<file path="src/rtl/tone_synth_pkg.sv">
`default_nettype none
// ==================================================================
// tone_synth_pkg : FSM states, pitch half-period table and lookup. rev 1.0
// ==================================================================
package tone_synth_pkg;

  typedef enum logic [1:0] {
    ST_IDLE = 2'd0,
    ST_PLAY = 2'd1,
    ST_GAP  = 2'd2
  } state_e;

  localparam logic [3:0] PITCH_REST = 4'd0;

  // Index 0 is C (pitch 1); values are half-periods in clocks at 100 kHz.
  localparam logic [11:0][7:0] PERIOD_TBL = {
    8'd101, 8'd107, 8'd114, 8'd120, 8'd128, 8'd135,
    8'd143, 8'd152, 8'd161, 8'd170, 8'd180, 8'd191
  };

  // Returns 0 for rests (pitch 0 and the unused codes 13..15).
  function automatic logic [7:0] half_period(input logic [3:0] pitch,
                                             input logic [1:0] octave);
    logic [7:0] h;
    h = 8'd0;
    if (pitch != PITCH_REST && pitch <= 4'd12) begin
      for (int i = 0; i < 12; i++) begin
        if (pitch == 4'(i + 1)) h = PERIOD_TBL[i] >> octave;
      end
    end
    return h;
  endfunction

endpackage
`default_nettype wire

</file>
<file path="src/rtl/ms_timer.sv">
`default_nettype none
// ==================================================================
// ms_timer : tick prescaler with 1-cycle ms strobe and ms counter. rev 1.0
// ==================================================================
module ms_timer
  import tone_synth_pkg::*;
#(
  parameter int MS_W = 10
) (
  input  logic            clk,
  input  logic            rst_n,
  input  logic            clear,
  input  logic [15:0]     ticks_per_milli,
  output logic            ms_strobe,
  output logic [MS_W-1:0] ms_count
);

  logic [15:0]     pre_q;
  logic [15:0]     tpm_q;
  logic [MS_W-1:0] cnt_q;
  logic [15:0]     w_tpm_eff;

  // Divisor is captured only at clear or wrap so a live change never
  // truncates the millisecond in progress.
  assign w_tpm_eff = (tpm_q == 16'd0) ? 16'd1 : tpm_q;
  assign ms_strobe = (pre_q == w_tpm_eff - 16'd1);
  assign ms_count  = cnt_q;

  always_ff @(posedge clk or negedge rst_n) begin
    if (!rst_n) begin
      pre_q <= 16'd0;
      tpm_q <= 16'd0;
      cnt_q <= '0;
    end else if (clear) begin
      pre_q <= 16'd0;
      tpm_q <= ticks_per_milli;
      cnt_q <= '0;
    end else if (ms_strobe) begin
      pre_q <= 16'd0;
      tpm_q <= ticks_per_milli;
      cnt_q <= cnt_q + MS_W'(1);
    end else begin
      pre_q <= pre_q + 16'd1;
    end
  end

endmodule
`default_nettype wire

</file>
<file path="src/rtl/tone_synth.sv">
`default_nettype none
// ==================================================================
// tone_synth : note-to-square-wave FSM with ms-timed play/gap. rev 1.0
// ==================================================================
module tone_synth
  import tone_synth_pkg::*;
#(
  parameter int unsigned GAP_MS = 1,
  parameter int          MS_W   = 10
) (
  input  logic            clk,
  input  logic            rst_n,
  input  logic [15:0]     ticks_per_milli,
  input  logic            note_valid,
  output logic            note_ready,
  input  logic [3:0]      note_pitch,
  input  logic [1:0]      note_octave,
  input  logic [MS_W-1:0] note_ms,
  output logic            sound,
  output logic            playing,
  output logic            note_done
);

  localparam logic            c_has_gap  = (GAP_MS != 0);
  localparam logic [MS_W-1:0] c_gap_last = MS_W'(GAP_MS - 1);

  state_e          state_q;
  logic [7:0]      half_q;
  logic [7:0]      tone_q;
  logic            rest_q;
  logic [MS_W-1:0] ms_q;
  logic            sound_q;
  logic            playing_q;
  logic            done_q;

  logic [7:0]      half_d;
  logic            w_ms_strobe;
  logic [MS_W-1:0] w_ms_count;
  logic            w_play_end;
  logic            w_gap_end;
  logic            w_timer_clear;

  assign half_d     = half_period(note_pitch, note_octave);
  assign w_play_end = (state_q == ST_PLAY) && w_ms_strobe && (w_ms_count == ms_q - MS_W'(1));
  assign w_gap_end  = (state_q == ST_GAP) && w_ms_strobe && (w_ms_count == c_gap_last);
  // Holding the timer clear in IDLE makes every PLAY/GAP entry start from zero.
  assign w_timer_clear = (state_q == ST_IDLE) || w_play_end || w_gap_end;

  ms_timer #(
    .MS_W(MS_W)
  ) u_ms_timer (
    .clk            (clk),
    .rst_n          (rst_n),
    .clear          (w_timer_clear),
    .ticks_per_milli(ticks_per_milli),
    .ms_strobe      (w_ms_strobe),
    .ms_count       (w_ms_count)
  );

  always_ff @(posedge clk or negedge rst_n) begin
    if (!rst_n) begin
      state_q   <= ST_IDLE;
      half_q    <= 8'd0;
      tone_q    <= 8'd0;
      rest_q    <= 1'b0;
      ms_q      <= '0;
      sound_q   <= 1'b0;
      playing_q <= 1'b0;
      done_q    <= 1'b0;
    end else begin
      done_q <= 1'b0;
      case (state_q)
        ST_IDLE: begin
          sound_q <= 1'b0;
          if (note_valid) begin
            half_q <= half_d;
            rest_q <= (half_d == 8'd0);
            ms_q   <= note_ms;
            tone_q <= half_d - 8'd1;
            if (note_ms != '0) begin
              state_q   <= ST_PLAY;
              playing_q <= 1'b1;
            end else if (c_has_gap) begin
              state_q <= ST_GAP;
            end else begin
              done_q <= 1'b1;
            end
          end
        end
        ST_PLAY: begin
          if (w_play_end) begin
            state_q   <= c_has_gap ? ST_GAP : ST_IDLE;
            done_q    <= !c_has_gap;
            playing_q <= 1'b0;
            sound_q   <= 1'b0;
          end else if (tone_q == 8'd0) begin
            tone_q <= half_q - 8'd1;
          end else begin
            tone_q <= tone_q - 8'd1;
            // Toggle lands on the same edge the counter reaches 0.
            if (tone_q == 8'd1 && !rest_q) sound_q <= !sound_q;
          end
        end
        ST_GAP: begin
          sound_q <= 1'b0;
          if (w_gap_end) begin
            state_q <= ST_IDLE;
            done_q  <= 1'b1;
          end
        end
        default: state_q <= ST_IDLE;
      endcase
    end
  end

  assign note_ready = (state_q == ST_IDLE);
  assign sound      = sound_q;
  assign playing    = playing_q;
  assign note_done  = done_q;

endmodule
`default_nettype wire

</file>
<file path="config.mk">
export PLATFORM = sky130hd
export DESIGN_NAME = tone_synth
export DESIGN_NICKNAME = d
export VERILOG_FILES = /design/src/rtl/tone_synth_pkg.sv /design/src/rtl/ms_timer.sv /design/src/rtl/tone_synth.sv
export SDC_FILE = /design/constraint.sdc
export NUM_CORES = 1
export LEC_CHECK = 0
export ABC_AREA = 1
export BUFFER_PORTS_ARGS = -buffer_cell sky130_fd_sc_hd__buf_4
export CAP_MARGIN = 20
export CORE_ASPECT_RATIO = 0.6
export CORE_MARGIN = 1.5
export CORE_UTILIZATION = 30
export CTS_CLUSTER_SIZE = 12
export DETAILED_ROUTE_END_ITERATION = 8
export PLACE_DENSITY = 0.57
export SLEW_MARGIN = 20
export SYNTH_ARGS = -nofsm -noshare
export SYNTH_HDL_FRONTEND = slang
export SYNTH_SLANG_ARGS = --single-unit
</file>
<file path="constraint.sdc">
create_clock -name clk -period 2.75 [get_ports clk]
set_input_delay 0.6875 -clock clk [delete_from_list [all_inputs] [get_ports clk]]
set_output_delay 0.6875 -clock clk [all_outputs]
set_load 0.05 [all_outputs]
</file>
======== Word-level counts from Yosys, hierarchy flattened ========
Index checks and enable logic that the tools add are counted.
W data, S select, Z words.
storage, ports and cells
  flip-flop bits (word level) ............. 74
  bits of input ports ..................... 35
  output and inout bits ................... 4
  logic and storage cells ................. 120
cells by class
  $add $sub $neg .......................... 7
  order comparisons ....................... 1
  equal/unequal tests ..................... 24
  shift-type cells ........................ 12
  mux-type cells .......................... 39
  reduce and logical (&&, ||, !) cells .... 26
operators by type and width
  kind                     number
  $mux W8                  16
  $mux W16                 5
  $shr A8 B2 Y8 const A    8
  $shr A7 B2 Y8 const A    4
  $sub A8 B1 Y8 const B    3
  $eq A4 B4 Y1 const B     5
  $mux W10                 2
  $add A16 B1 Y16 const B  1
  $eq A16 B16 Y1           1
  $eq A4 B3 Y1 const B     4
  $logic_not A16 Y1        1
  $logic_not A8 Y1         2
  $pmux W8 S2              1
  $sub A16 B1 Y16 const B  1
  $add A10 B1 Y10 const B  1
  $eq A10 B10 Y1           1
  $logic_not A10 Y1        1
  $reduce_bool A10 Y1      1
  $sub A10 B1 Y10 const B  1
  $reduce_and A3 Y1        3
  $eq A4 B2 Y1 const B     2
  $eq A8 B1 Y1 const B     1
  $mux W1                  8
  $mux W2                  4
  other kinds (19)         32

======== Logic depth before layout (Yosys ltp) ========
  depth in word-level cells ............... 17
  depth in mapped cells ................... 23
  depth with buffers taken out ............ 23

======== Hierarchy ========
Synthesis repeated with hierarchy kept, for this count alone.
unflattened totals
  cells, all modules ...................... 859
  area total of the unflattened synthesis .. 5,840.6 um2
by module, submodules not included
  module      instances  cells each  area each (um2)  sequential area each (um2)
  tone_synth  1          441         2,962.8          800.8
  ms_timer    1          418         2,877.8          1,051.0

======== Least setup slack after synthesis ========
OpenSTA, ideal clock, no wires.
  path kind ............................... reg-to-reg
  start point ............................. register u_ms_timer.tpm_q[11]
  end point ............................... register u_ms_timer.tpm_q[3]
  setup time .............................. 0.117 ns
  arrival ................................. 2.606 ns
  required time ........................... 2.633 ns
  slack ................................... 0.027 ns
  stages on the path, launching flop included .. 21
  buffers on the path ..................... 1
  clock period less this slack ............ 2.723 ns
  path through ............................ dfrtp_1 nor2_1 nand2_1 nor2_1 nand4_2 nand2_2 inv_2 ha_1 inv_1 nor2_2 nand2_1 xor2_1 or2_2 nand3_1 nor2_1 nand3_2 o21ai_4 inv_2 buf_2 nand2_1 nand2_1
between the ends
  word-level cells in the longest chain between the ends .. 9
  elaborated cells between the ends (all ways) .. 12
  classes of those cells .................. 1 x add/sub; 1 x eq/ne; 2 x mux; 8 x reduce/logical
RTL lines
  element                                                RTL line          source
  start: declaration                                     ms_timer.sv:19    logic [15:0] tpm_q;
  start signal: assignment                               ms_timer.sv:36    tpm_q <= ticks_per_milli;
  start signal: assignment                               ms_timer.sv:40    tpm_q <= ticks_per_milli;
  $logic_not A16 Y1                                      ms_timer.sv:25    assign w_tpm_eff = (tpm_q == 16'd0) ? 16'd1 : tpm_q;
  $mux W16 *                                             ms_timer.sv:25
  $sub A16 B1 Y16 *                                      ms_timer.sv:26    assign ms_strobe = (pre_q == w_tpm_eff - 16'd1);
  $eq A16 B16 Y1 *                                       ms_timer.sv:26
  $logic_and A1 B1 Y1 (2 in series)                      tone_synth.sv:44  assign w_play_end = (state_q == ST_PLAY) && w_ms_strobe && (w_ms_count == ms_q - MS_W'(1));
  $logic_or A1 B1 Y1 (2 in series)                       tone_synth.sv:47  assign w_timer_clear = (state_q == ST_IDLE) || w_play_end || w_gap_end;
  $mux W16 / $reduce_bool A2 Y1 (equally long branches)  -
Every way passes the cells marked *; elsewhere a longest branch is shown, timed or not.
A chain may end at the register's enable or synchronous reset.

======== Final worst setup path ========
  start point ............................. register u_ms_timer.tpm_q[4]
  end point ............................... register u_ms_timer.cnt_q[0], in the netlist u_ms_timer.ms_count[0]
between the ends
  word-level cells in the longest chain between the ends .. 9
  elaborated cells between the ends (all ways) .. 12
  classes of those cells .................. 1 x add/sub; 1 x eq/ne; 2 x mux; 8 x reduce/logical
RTL lines
  element                                                RTL line          source
  $logic_not A16 Y1                                      ms_timer.sv:25
  $mux W16 *                                             ms_timer.sv:25
  $sub A16 B1 Y16 *                                      ms_timer.sv:26
  $eq A16 B16 Y1 *                                       ms_timer.sv:26
  $logic_and A1 B1 Y1 (2 in series)                      tone_synth.sv:44
  $logic_or A1 B1 Y1 (2 in series)                       tone_synth.sv:47
  $mux W10 / $reduce_bool A2 Y1 (equally long branches)  -
  end signal: assignment                                 ms_timer.sv:41    cnt_q <= cnt_q + MS_W'(1);
  end: declaration                                       ms_timer.sv:20    logic [MS_W-1:0] cnt_q;
Marks and branches as above.

==> flow_summary.yaml <==
outcome:
  outcome: "finished with violations"
  violations: "setup timing"
sta:
  setup_tns_ns: -3.82
  finalHoldViolCount: 0
  fin_hold_ws_ns: 0.339
  slew_violations: 0
  rsz0062_at_grt: "yes"
  setup_viol: 51
  setup_slack_ns: -0.126
  skew_ns: 0.00997
  timing.final.crit_share_pct: 105
  period_needed_ns: 2.88
  worst_pin_slew_ns: 0.659
  max_freq_ghz: 0.348
  maxSlewHeadroom_pct: 56.1
grt:
  grt_pass1_wl_um: 25000
  grt_start_max_net_pins: 42
  antenna_found_initial: 0
  track_usage_pct: 16.9
  overflow: 0
  grt_pass1_vias: 4908
clocking:
  htreeDepth: 3
  clk_pin_slew_ns: 0.06
  cts_buffers: 9
  root_buffer: "clkbuf_16"
  clk_latency_ns: 0.34
  cts_tree: "built"
  cts-hold-fix-buffers: 0
  cts_sinks: 74
  clk_path_buf_depth: 2
floorplanning:
  num_rows: 37
  die_y_um: 106
  dieArea_mm2: 0.0185
  core_mm2: 0.0172
  initial_core_util_pct: 30.8
  die_w_um: 175
  design.portCount: 39
hold_path:
  holdCritPathClass: "in2async"
yosys:
  synth_edf_count: 0
  avgSynthCellArea_um2: 6.81
  syn_nets: 832
  async_reset_ff_share_pct: 100
  synthDistinctLibCells: 42
  synth_top_area_share_pct: 34.9
  synth_seq_area_share_pct: 34.9
  synth_flop_cell: "dfrtp_1"
  synth_area_leaders: "dfrtp_1, nand2_1, nor2_1"
  synth_area_mm2: 0.00531
  syn_inst: 780
  synth_top_cell_by_area: "dfrtp_1"
  ys_seq_elements: 74
  synth_warnings: 0
routing:
  first_iter_violations: 496
  drc_errors: 0
  routed_via_density: 4.68
  post_drt_wl_per_cell_um: 13.3
  routed_wirelength_um: 15400
  vias: 5417
  ant_nets: 0
  drtPass1Iterations: 5
power_and_ir_drop:
  fin_total_pwr_uw: 3090
  leakage_uw: 0.00356
  power_density_mw_per_mm2: 430
  ir_drop_mv: 0.278
cells_and_area:
  area_growth_pct: 35.4
  post-route-util_pct: 41.7
  antennaDiodeCount: 0
  drive_gt1_share_pct: 24.7
  fin_nets: 971
placement:
  dpl_worst_slack_ns: -0.317
  gp_congestion: 0.925
  dp_hpwl_um: 11800
  port-buffer-count: 38
critical_path:
  start_kind: "flip-flop"
  worstPathRequired_ns: 3.02
  path_max_fanout: 6
  end_kind: "flip-flop"
  slowest_delay_ns: 0.39
  crit_type: "reg2reg"
  cpMaxStageDelayCell: "dfrtp_1"
  cp.arrival_ns: 3.15
  crit_chain: "nor2_2 -> nand2_1 -> nor2_2 -> nand4_2 -> nand2_2 -> inv_2 -> ha_4 -> xor2_1 -> nand2_1 -> inv_2 -> nand4_1 -> nor2_1 -> nand3_1 -> nor2_2 -> nand3_2 -> o21ai_4 -> buf_12 -> buf_12 -> nand3_1 -> nand2_1"
run:
  cap_violations: 0
-- final timing paths --
kind	from	cells past startpoint	slack, ns	endpoint
setup reg to reg	u_ms_timer.tpm_q[4]	20	-0.13	u_ms_timer.ms_count[0]
max in group asynchronous	rst_n	2	1.81	u_ms_timer.pre_q[11]
min in group clk	tone_q[1]	2	0.52	tone_q[1]
hold / removal	rst_n	1	0.34	u_ms_timer.tpm_q[2]
hold reg to reg	tone_q[1]	2	0.52	tone_q[1]
setup / recovery	u_ms_timer.tpm_q[4]	20	-0.13	u_ms_timer.ms_count[0]
-- Yosys cell counts, drive strengths merged (13+ instances only) --
master / n
nand3: 32
nor3: 22
dfrtp: 74
nor2: 110
ha: 17
nand2: 235
o21ai: 48
nand4: 16
xnor2: 13
xor2: 37
a21oi: 33
inv: 95
-- metrics by stage --
step	instances	cell area, um^2
floorplan	780	5310
global placement	1131	6560
detailed placement	1131	6560
CTS	1152	6960
global route	1158	7190
finish	1158	7190
-- area by class of cell --
| class | instances | area, um^2 |
|---|---|---|
| multi-input combinational | 598 | 3250 |
| clock buffer | 11 | 243 |
| fill | 1813 | 10000 |
| sequential | 74 | 1850 |
| tap | 234 | 293 |
| timing repair buffer | 141 | 1160 |
| inverter | 95 | 362 |
| clock inverter | 5 | 38.8 |
-- worst max-delay path, delay by kind of cell, from the launching register on --
kind,cells,cell delay [ns]
AO/OA/AOI/OAI,1,0.31
XOR/XNOR,1,0.13
adder cells (fa/ha/maj),1,0.25
flip-flops,1,0.39
buffers and inverters,4,0.39
AND/OR/NAND/NOR,13,1.35
-- state kept, by name, summed over array words and instances, names as in the netlist --
register,flops
half_q,8
ms_q,10
note_done,1
playing,1
rest_q,1
sound,1
state_q,2
tone_q,8
u_ms_timer.ms_count,10
u_ms_timer.pre_q,16
u_ms_timer.tpm_q,16
-- layer usage --
layer,GRT usage (%),vias to the layer above,routed length (um)
met4,2.44,0,44
met5,0,-,0
met3,4.15,5,1150
li1,-,2767,-
met1,27.9,2497,8540
met2,21.6,148,5680
-- power by group --
group	leakage [uW]	internal (uW)	switching, uW	total (uW)
Sequential	0.000877	1170	90.3	1260
Combinational	0.00255	303	403	706
Clock	0.000136	641	480	1120
-- repair_timing --
action | 4_1_cts | 5_1_grt
setup endpoints to repair | 53 | 56
pin swaps | 18 | 24
setup buffers | 6 | 5
gates resized for setup | 30 | 45
cloned | 1 | 2
-- cell usage in the layout, fill, tap and decap left out, types with 2 or more instances in the layout --
| master | netlist | routed |
|---|---|---|
| a22oi_1 | 2 | 2 |
| nand3_2 | 2 | 3 |
| buf_6 | 1 | 6 |
| a31oi_1 | 5 | 5 |
| o21ai_1 | 5 | 7 |
| xor2_1 | 37 | 37 |
| nand2_1 | 230 | 214 |
| o21ai_2 | 1 | 4 |
| nor3_1 | 21 | 18 |
| inv_4 | 0 | 2 |
| clkbuf_16 | 0 | 10 |
| nand3b_1 | 4 | 4 |
| o21ai_0 | 41 | 36 |
| or2_2 | 4 | 4 |
| buf_4 | 0 | 129 |
| nor4_1 | 5 | 5 |
| nor2_1 | 103 | 91 |
| xnor2_1 | 13 | 13 |
| inv_1 | 93 | 87 |
| nand3_1 | 30 | 28 |
| o211ai_1 | 3 | 3 |
| buf_12 | 0 | 4 |
| nand2_2 | 5 | 13 |
| clkinv_4 | 0 | 2 |
| dfrtp_1 | 74 | 74 |
| ha_1 | 17 | 16 |
| inv_2 | 2 | 6 |
| a21oi_1 | 33 | 32 |
| nor3_2 | 1 | 3 |
| nor2_2 | 6 | 17 |
| nor2_4 | 1 | 2 |
| nand4_1 | 15 | 15 |
| nand2_4 | 0 | 8 |
-- kinds of logic after synthesis --
group / synth area share (%)
AO/OA/AOI/OAI: 10.3
XOR/XNOR: 8.25
adder cells (fa/ha/maj): 4.01
buffers and inverters: 7.99
flip-flops: 34.9
AND/OR/NAND/NOR: 34.6
No activity file was read; power rests on OpenSTA's default activity.
